===== src/rtl/cx_rom_arbiter_if.sv =====
`default_nettype none
// ============================================================================
// Module      : cx_rom_arbiter_if
// Description : Bus bundle between the multicard bus logic and the $C800
//               expansion-ROM arbiter: address/strobe, soft switches, per-card
//               read requests and data, ROM enables and merged read path.
// Revision    : 1.0 - initial release
// ============================================================================
interface cx_rom_arbiter_if #(
  parameter int NUM_SLOTS = 8
);
  logic                     addr_strobe_i;
  logic [15:0]              addr_i;
  logic                     intcxrom_i;
  logic                     slotc3rom_i;
  logic [NUM_SLOTS-1:0]     card_rd_en_i;
  logic [8*NUM_SLOTS-1:0]   card_data_i;
  logic                     conflict_clr_i;
  logic [NUM_SLOTS-1:0]     rom_en_o;
  logic [2:0]               owner_o;
  logic                     owner_valid_o;
  logic [7:0]               data_o;
  logic                     rd_en_o;
  logic                     conflict_o;

  // Arbiter side
  modport slave (
    input  addr_strobe_i, addr_i, intcxrom_i, slotc3rom_i,
    input  card_rd_en_i, card_data_i, conflict_clr_i,
    output rom_en_o, owner_o, owner_valid_o, data_o, rd_en_o, conflict_o
  );

  // Bus / card side
  modport master (
    output addr_strobe_i, addr_i, intcxrom_i, slotc3rom_i,
    output card_rd_en_i, card_data_i, conflict_clr_i,
    input  rom_en_o, owner_o, owner_valid_o, data_o, rd_en_o, conflict_o
  );
endinterface
`default_nettype wire


===== src/rtl/cx_rom_arbiter.sv =====
`default_nettype none
// ============================================================================
// Module      : cx_rom_arbiter
// Description : Tracks which slot owns the shared $C800-$CFFF expansion-ROM
//               window, drives a one-hot ROM enable, and merges the cards'
//               read data with sticky multi-driver conflict detection.
// Revision    : 1.0 - initial release
// ============================================================================
module cx_rom_arbiter #(
  parameter int                   NUM_SLOTS   = 8,
  parameter logic [NUM_SLOTS-1:0] SLOT_HAS_C8 = 8'hFF
) (
  input  wire              clk_logic,
  input  wire              system_reset_n,
  cx_rom_arbiter_if.slave  bus
);

  typedef enum logic [0:0] {
    ST_IDLE  = 1'b0,
    ST_OWNED = 1'b1
  } state_t;

  // Mask widened to the 3-bit slot-number space decoded from the address
  localparam logic [7:0] c_has_c8 = 8'(SLOT_HAS_C8);

  state_t               state_q, state_d;
  logic [2:0]           owner_q, owner_d;
  logic                 conflict_q, conflict_d;

  logic [2:0]           w_slot;
  logic                 w_io_sel;
  logic                 w_c8_window;
  logic                 w_multi;
  logic [NUM_SLOTS-1:0] w_rom_en;
  logic [7:0]           w_data;

  assign w_slot      = bus.addr_i[10:8];
  // $C100-$C7FF: one slot's I/O-select page ($C0xx is not a slot page)
  assign w_io_sel    = (bus.addr_i[15:11] == 5'b11000) && (w_slot != 3'd0);
  assign w_c8_window = (bus.addr_i[15:11] == 5'b11001);
  // Two or more requesters: clearing the lowest set bit leaves something
  assign w_multi     = |(bus.card_rd_en_i & (bus.card_rd_en_i - 1'b1));

  // State, owner and sticky conflict registers
  always_ff @(posedge clk_logic or negedge system_reset_n) begin
    if (!system_reset_n) begin
      state_q    <= ST_IDLE;
      owner_q    <= 3'd0;
      conflict_q <= 1'b0;
    end else begin
      state_q    <= state_d;
      owner_q    <= owner_d;
      conflict_q <= conflict_d;
    end
  end

  // Ownership transitions; only bus-strobed accesses with the slot ROMs mapped in act
  always_comb begin
    state_d = state_q;
    owner_d = owner_q;
    if (bus.addr_strobe_i && !bus.intcxrom_i) begin
      if (bus.addr_i == 16'hCFFF) begin
        state_d = ST_IDLE;
      end else if ((bus.addr_i[15:8] == 8'hC3) && !bus.slotc3rom_i) begin
        // Internal 80-column firmware claims the window
        state_d = ST_IDLE;
      end else if (w_io_sel && c_has_c8[w_slot]) begin
        state_d = ST_OWNED;
        owner_d = w_slot;
      end
    end
  end

  // Sticky conflict: a new collision overrides a simultaneous clear
  always_comb begin
    conflict_d = conflict_q;
    if (bus.conflict_clr_i) conflict_d = 1'b0;
    if (w_multi)            conflict_d = 1'b1;
  end

  // One-hot ROM enable from registered owner and the live address
  always_comb begin
    w_rom_en = '0;
    for (int k = 0; k < NUM_SLOTS; k++) begin
      w_rom_en[k] = (state_q == ST_OWNED) && (owner_q == 3'(k)) &&
                    !bus.intcxrom_i && w_c8_window;
    end
  end

  // Read merge: lowest-index requester wins, idle bus reads as $FF
  always_comb begin
    w_data = 8'hFF;
    for (int k = NUM_SLOTS - 1; k >= 0; k--) begin
      if (bus.card_rd_en_i[k]) w_data = bus.card_data_i[8*k +: 8];
    end
  end

  assign bus.rom_en_o      = w_rom_en;
  assign bus.owner_o       = owner_q;
  assign bus.owner_valid_o = (state_q == ST_OWNED);
  assign bus.data_o        = w_data;
  assign bus.rd_en_o       = |bus.card_rd_en_i;
  assign bus.conflict_o    = conflict_q;

endmodule
`default_nettype wire

===== src/flat_wrapper.sv =====
// flat-port wrapper written by rule: the top's interface ports become plain ports
module cx_rom_arbiter_flat 
#(
  parameter int                   NUM_SLOTS   = 8,
  parameter logic [NUM_SLOTS-1:0] SLOT_HAS_C8 = 8'hFF
)
  (clk_logic, system_reset_n, bus_addr_strobe_i, bus_addr_i, bus_intcxrom_i, bus_slotc3rom_i, bus_card_rd_en_i, bus_card_data_i, bus_conflict_clr_i, bus_rom_en_o, bus_owner_o, bus_owner_valid_o, bus_data_o, bus_rd_en_o, bus_conflict_o);
  cx_rom_arbiter_if #(.NUM_SLOTS(NUM_SLOTS)) bus_i ();
  input  wire clk_logic;
  input  wire system_reset_n;
  input wire logic [$bits(bus_i.addr_strobe_i)-1:0] bus_addr_strobe_i;
  input wire logic [$bits(bus_i.addr_i)-1:0] bus_addr_i;
  input wire logic [$bits(bus_i.intcxrom_i)-1:0] bus_intcxrom_i;
  input wire logic [$bits(bus_i.slotc3rom_i)-1:0] bus_slotc3rom_i;
  input wire logic [$bits(bus_i.card_rd_en_i)-1:0] bus_card_rd_en_i;
  input wire logic [$bits(bus_i.card_data_i)-1:0] bus_card_data_i;
  input wire logic [$bits(bus_i.conflict_clr_i)-1:0] bus_conflict_clr_i;
  output wire logic [$bits(bus_i.rom_en_o)-1:0] bus_rom_en_o;
  output wire logic [$bits(bus_i.owner_o)-1:0] bus_owner_o;
  output wire logic [$bits(bus_i.owner_valid_o)-1:0] bus_owner_valid_o;
  output wire logic [$bits(bus_i.data_o)-1:0] bus_data_o;
  output wire logic [$bits(bus_i.rd_en_o)-1:0] bus_rd_en_o;
  output wire logic [$bits(bus_i.conflict_o)-1:0] bus_conflict_o;
  assign bus_i.addr_strobe_i = bus_addr_strobe_i;
  assign bus_i.addr_i = bus_addr_i;
  assign bus_i.intcxrom_i = bus_intcxrom_i;
  assign bus_i.slotc3rom_i = bus_slotc3rom_i;
  assign bus_i.card_rd_en_i = bus_card_rd_en_i;
  assign bus_i.card_data_i = bus_card_data_i;
  assign bus_i.conflict_clr_i = bus_conflict_clr_i;
  assign bus_rom_en_o = bus_i.rom_en_o;
  assign bus_owner_o = bus_i.owner_o;
  assign bus_owner_valid_o = bus_i.owner_valid_o;
  assign bus_data_o = bus_i.data_o;
  assign bus_rd_en_o = bus_i.rd_en_o;
  assign bus_conflict_o = bus_i.conflict_o;
  cx_rom_arbiter #(.NUM_SLOTS(NUM_SLOTS), .SLOT_HAS_C8(SLOT_HAS_C8)) u_core (.clk_logic(clk_logic), .system_reset_n(system_reset_n), .bus(bus_i));
endmodule

===== config.mk =====
export PLATFORM = sky130hd
export DESIGN_NAME = cx_rom_arbiter_flat
export DESIGN_NICKNAME = d
export VERILOG_FILES = /design/src/rtl/cx_rom_arbiter_if.sv /design/src/rtl/cx_rom_arbiter.sv /design/src/flat_wrapper.sv
export SDC_FILE = /design/constraint.sdc
export NUM_CORES = 1
export LEC_CHECK = 0
export ABC_AREA = 1
export CORE_MARGIN = 4
export CORE_UTILIZATION = 35
export CTS_BUF_LIST = sky130_fd_sc_hd__clkbuf_4 sky130_fd_sc_hd__clkbuf_8
export DETAILED_ROUTE_END_ITERATION = 16
export PLACE_DENSITY = 0.95
export RECOVER_POWER = 25
export SLEW_MARGIN = 40
export SYNTH_ARGS = -nofsm -noshare
export SYNTH_HDL_FRONTEND = slang
export SYNTH_SLANG_ARGS = --single-unit

===== constraint.sdc =====
create_clock -name clk_logic -period 2.3 [get_ports clk_logic]
set_input_delay 0.46 -clock clk_logic [delete_from_list [all_inputs] [get_ports clk_logic]]
set_output_delay 0.46 -clock clk_logic [all_outputs]
set_load 0.02 [all_outputs]

After elaboration in Yosys (flattened, before gate mapping). Memories as Yosys holds them, arrays and structs flattened. Index checks and enable logic that the tools add are counted.

Register bits: 5. ROM bits: 8. Memories kept: 1.

Memories: (name not given) (words 8, bits a word 1, read ports 1, clocked after memory_dff 0, write ports 0, line cx_rom_arbiter.sv:67) `end else if (w_io_sel && c_has_c8[w_slot]) begin`.

$add $sub $neg: 1. Magnitude comparators: 1. Eq/ne operators: 11. Muxes and demuxes: 14. Bitwise operators: 3. Reductions and logical operators: 38.

Operators by type and width (count): 2-to-1 mux 8 bit (8); logical AND 1 bit (28); equality test 16 bit (second input constant) (1); OR reduction 8 bit (2); equality test 3 bit (second input constant) (4); equality test 5 bit (second input constant) (2); AND 8 bit (1); equality test 8 bit (second input constant) (1); subtractor 8 x 1 -> 8 bit (second input constant) (1); equality test 3 x 2 -> 1 bit (second input constant) (2); 2-to-1 mux 1 bit (6); nonzero test 3 bit (2); < comparator 3 x 4 -> 1 bit (second input constant) (1); AND reduction 4 bit (1); equality test 3 x 1 -> 1 bit (second input constant) (1); logical NOT 3 bit (1); logical NOT 1 bit (2); NOT 1 bit (2); AND reduction 2 bit (1); nonzero test 2 bit (1).

Logic depth before layout (Yosys ltp).
Word-level depth: 8. Mapped depth: 10.

Worst setup path after synthesis. OpenSTA, ideal clock, no wires.

Path type: in2out. Start point: in bus_addr_i[13]. End point: out bus_rom_en_o[4]. Arrival time: 1.427 ns. Data required time: 1.840 ns. Setup slack: 0.413 ns. Stages on the path: 5. Cell sequence: nor2_1 > nand2_1 > nor2_1 > nand4_1 > nor3_1.

Cells in the longest elaborated chain, start to end: 2.

Ends and longest elaborated chain: start: declaration (line flat_wrapper.sv:12) `input wire logic [$bits(bus_i.addr_i)-1:0] bus_addr_i;`; equality test 5 bit (line cx_rom_arbiter.sv:40) `assign w_c8_window = (bus.addr_i[15:11] == 5'b11001);`; logical AND 1 bit (line cx_rom_arbiter.sv:86) `!bus.intcxrom_i && w_c8_window;`; end: declaration (line flat_wrapper.sv:18) `output wire logic [$bits(bus_i.rom_en_o)-1:0] bus_rom_en_o;`.

No other way between the ends.

Worst setup path in the final report.
Start point: in bus_addr_i[12]. End point: out bus_rom_en_o[2].

The elaborated chain is that of the path after synthesis.

==> results.rst <==
.. list-table::
   :header-rows: 1

   * - Metric
     - Value
   * - Worst Hold End
     - u_core.bus.owner_o[2]
   * - Final core utilization
     - 75.6%
   * - Largest family of logic cells by synthesized area
     - simple AND/OR/NAND/NOR gates
   * - Die height
     - 69.4 um
   * - Number of library cell types mapped by synthesis
     - 19
   * - Most common flop cell mapped by yosys
     - dfrtp_1
   * - Number of search-and-repair iterations in the first detailed-routing pass
     - 4
   * - Global router's overall resource usage
     - 25.7%
   * - Maximum net fanout on the critical path
     - 4
   * - Final RePlAce weighted congestion
     - 0.980
   * - Sequential fraction of design power
     - 15.1%
   * - Initial antenna violation count
     - 0
   * - Complex-gate fraction of the synthesized area
     - 6.08%
   * - Cell area after synthesis
     - 1320 sq um
   * - First DRT Iteration DRCs
     - 150
   * - Maximum resistive drop on vdd
     - 0.000133 V
   * - Mean number of vias per cell
     - 4.90
   * - TritonCTS clock tree
     - built
   * - Share of power burned in the clock network
     - 23.7%
   * - Number of hold violations in the final report
     - 0
   * - Number of clock sinks seen by CTS
     - 5
   * - Top achievable clock speed
     - 453 MHz
   * - Instance count of the mapped netlist
     - 283
   * - Share of layout cells above drive strength 1
     - 17.0%
   * - Fraction of synthesized area in multiplexers
     - 0%
   * - Transition time of the tightest slew-check pin
     - 275 ps
   * - Antenna diode count
     - 0
   * - Half-perimeter wire length of the detailed placement result
     - 4.85 mm
   * - Most used standard cell by instance count after synthesis
     - nand2_1
   * - Arrival time at the worst endpoint
     - 1750 ps
   * - Number of H-tree branching levels
     - 1
   * - Combinational power share
     - 61.2%
   * - Max_slew headroom
     - 81.6%
   * - Post-Synth Adder-Cell Area
     - 0%
   * - Most area-consuming cells after synthesis
     - nand2_1 (42%), nor2_1 (11%), dfrtp_1 (9.5%)
   * - Fraction of power spent switching nets
     - 34.9%
   * - Total wire length after detailed routing
     - 6.22 mm
   * - Clock latency of the later-clocked register in the worst-skew pair
     - 220 ps
   * - Layout Area Growth over Synthesis
     - 110%
   * - Clock slew at reported path FFs
     - 40 ps
   * - Leakage power
     - 0.00144 uW
   * - Number of hold buffers added after cts
     - 0
   * - Result of the run
     - complete, no violations
   * - Most area-hungry cell type in the Yosys netlist
     - nand2_1
   * - Number of vias in the routed layout
     - 2335
   * - Top cells by count, synth
     - nand2_1 (149), nor2_1 (39), inv_1 (30)
   * - Maximum buffer depth of the clock tree
     - 2
   * - Number of antenna-violating nets in the routed design
     - 0
   * - Layout net count
     - 524
   * - Number of max-slew violations in the final report
     - 0
   * - Residual overflow from global routing
     - 0
   * - Nets in the synthesized netlist
     - 377
   * - Pin count of the biggest net entering global routing
     - 18
   * - Switch Pwr
     - 261 uW
   * - I/O pin total
     - 116
   * - Worst Path Required
     - 1840 ps
   * - Total chip power
     - 747 uW
   * - Number of buffers created by CTS
     - 3
   * - Worst Min Path Start
     - u_core.bus.owner_o[2]
   * - Die width
     - 69.4 um
   * - Maxcap violations
     - 0
   * - Final hold slack
     - 524 ps
   * - Capturing point of the worst reg2reg path
     - u_core.bus.conflict_o
   * - DRC violation count after routing
     - 0
   * - Synthesis-stage register bit count
     - 5
   * - Launching element type of the critical path
     - input pin
   * - Number of buffer cells added on primary ports
     - 115
   * - Share of synthesized cell area in and, or, nand and nor gates
     - 68.9%
   * - Post-Syn Area per Cell
     - 4.66 sq um
   * - Power density over the cells
     - 270 nW/um^2
   * - Clock root buffer
     - clkbuf_8
   * - First-pass GRT wire length
     - 10.3 mm
   * - Row count
     - 22
   * - Final setup skew
     - 0 ps
   * - Via count of the first global-routing pass
     - 2374
   * - Setup slack of the worst register-to-register path
     - 1450 ps
   * - Critical Path End Type
     - output port
   * - Worst hold stages
     - 2
   * - Die ar.
     - 4810 sq um
   * - Worst flop-to-flop path startpoint
     - u_core.bus.conflict_o
   * - HP Class
     - reg -> reg
   * - Internal Pwr Total
     - 486 uW
   * - Kind of critical path
     - in -> out
   * - Share of synthesized flip-flops with an asynchronous set or reset
     - 100%
   * - Fraction of the cycle the final worst path needs
     - 95.9%
   * - Sequential cell area fraction in the yosys report
     - 9.50%
   * - Initial Utilization
     - 36.0%
   * - Core region area
     - 3660 sq um
   * - Average wire per standard cell
     - 13.0 um
   * - Minimum period implied by the final worst setup slack
     - 2210 ps
   * - Total of endpoints with negative setup slack in the final report
     - 0
   * - Top-area cell type share of the netlist area
     - 42.5%
   * - Count of warnings emitted by yosys
     - 0
   * - Number of synthesized flops with an enable pin
     - 0
   * - Fraction of synthesized cell area in xor and xnor cells
     - 0%
   * - Worst Reg-to-Reg Cells
     - 4
==> metrics by stage <==
step / std cells / setup TNS (ps) / worst slack, ps / area (sq um)
final: 477 / 0 / 94.2 / 2770
after global routing: 477 / -11.9 / -8.54 / 2770
after CTS: 476 / 0 / 7.67 / 2730
after detailed placement: 461 / -8600 / -551 / 2640
after global placement: 461 / -7860 / -502 / 2640
after floorplan: 283 / 0 / 413 / 1320
==> metal layers <==
layer  up-vias  share of wire, %  GRT usage [%]
met5         -                 0              0
met3        18                11           7.10
met1      1021                35           25.2
met2       131                51           51.0
li1       1165                 -              -
met4         0               2.4           8.03
==> what timing repair did <==
action                                  in CTS  in global routing
pin swaps                                   10                  7
resized for setup                           97                 14
buffers inserted                            11                  1
endpoints found under the setup margin      17                 15
==> cells by family after synthesis <==
kind of cell | after synthesis
buffers and inverters | 41
flip-flops | 5
AO/OA/AOI/OAI | 15
AND/OR/NAND/NOR | 222
==> cells in the final DEF (no fill, tap or decap), types with 5 or more instances in the layout <==
master	synthesis	routed
clkdlybuf4s50_1	0	85
nand2_1	149	147
nand3_1	7	7
nor2_1	39	37
dfrtp_1	5	5
buf_4	0	38
dlygate4sd2_1	0	7
buf_2	5	12
inv_1	30	28
a21oi_1	9	9
nand4_1	9	9
nor3_1	10	6
==> power by group through the flow <==
| stage | sequential (uW) | combinational [uW] | clock (uW) |
|---|---|---|---|
| 6_report | 113 | 457 | 177 |
| 5_1_grt | 115 | 498 | 189 |
| 4_1_cts | 112 | 447 | 179 |
| 3_5_place_dp | 112 | 441 | 0 |
| 3_3_place_gp | 112 | 433 | 0 |
| 2_1_floorplan | 123 | 161 | 0 |
==> final cells by class <==
type                    instances  area (sq um)
repair buffers                153          1390
multi-input cells             237          1030
fillers                       304           892
flip-flops and latches          5           125
inverters                      30           113
well taps                      48          60.1
clock buffers                   4          48.8
==> worst max-delay path, stage by stage <==
cell and delay [ps]:
dlygate4sd2_1 270, nor2_2 150, nand2_2 110, nor2_4 120, nand4_1 210, nor3_1 240, buf_2 200
==> sequential cells by signal (all words and copies together), names as in the netlist <==
register                  flops
u_core.bus.conflict_o         1
u_core.bus.owner_valid_o      1
u_core.bus.owner_o            3
==> how the worst max path moves through the flow <==
stage / end / slack (ps) / cells past startpoint / start
2_1_floorplan: bus_rom_en_o[4] / 410 / 5 / bus_addr_i[13]
3_3_place_gp: bus_data_o[1] / -500 / 9 / bus_card_rd_en_i[5]
3_5_place_dp: bus_rom_en_o[7] / -550 / 8 / bus_addr_i[15]
4_1_cts: bus_data_o[6] / 8 / 8 / bus_card_rd_en_i[3]
5_1_grt: bus_rom_en_o[2] / -9 / 7 / bus_addr_i[12]
6_report: bus_rom_en_o[2] / 90 / 7 / bus_addr_i[12]
(Power assumes the default switching activity.)
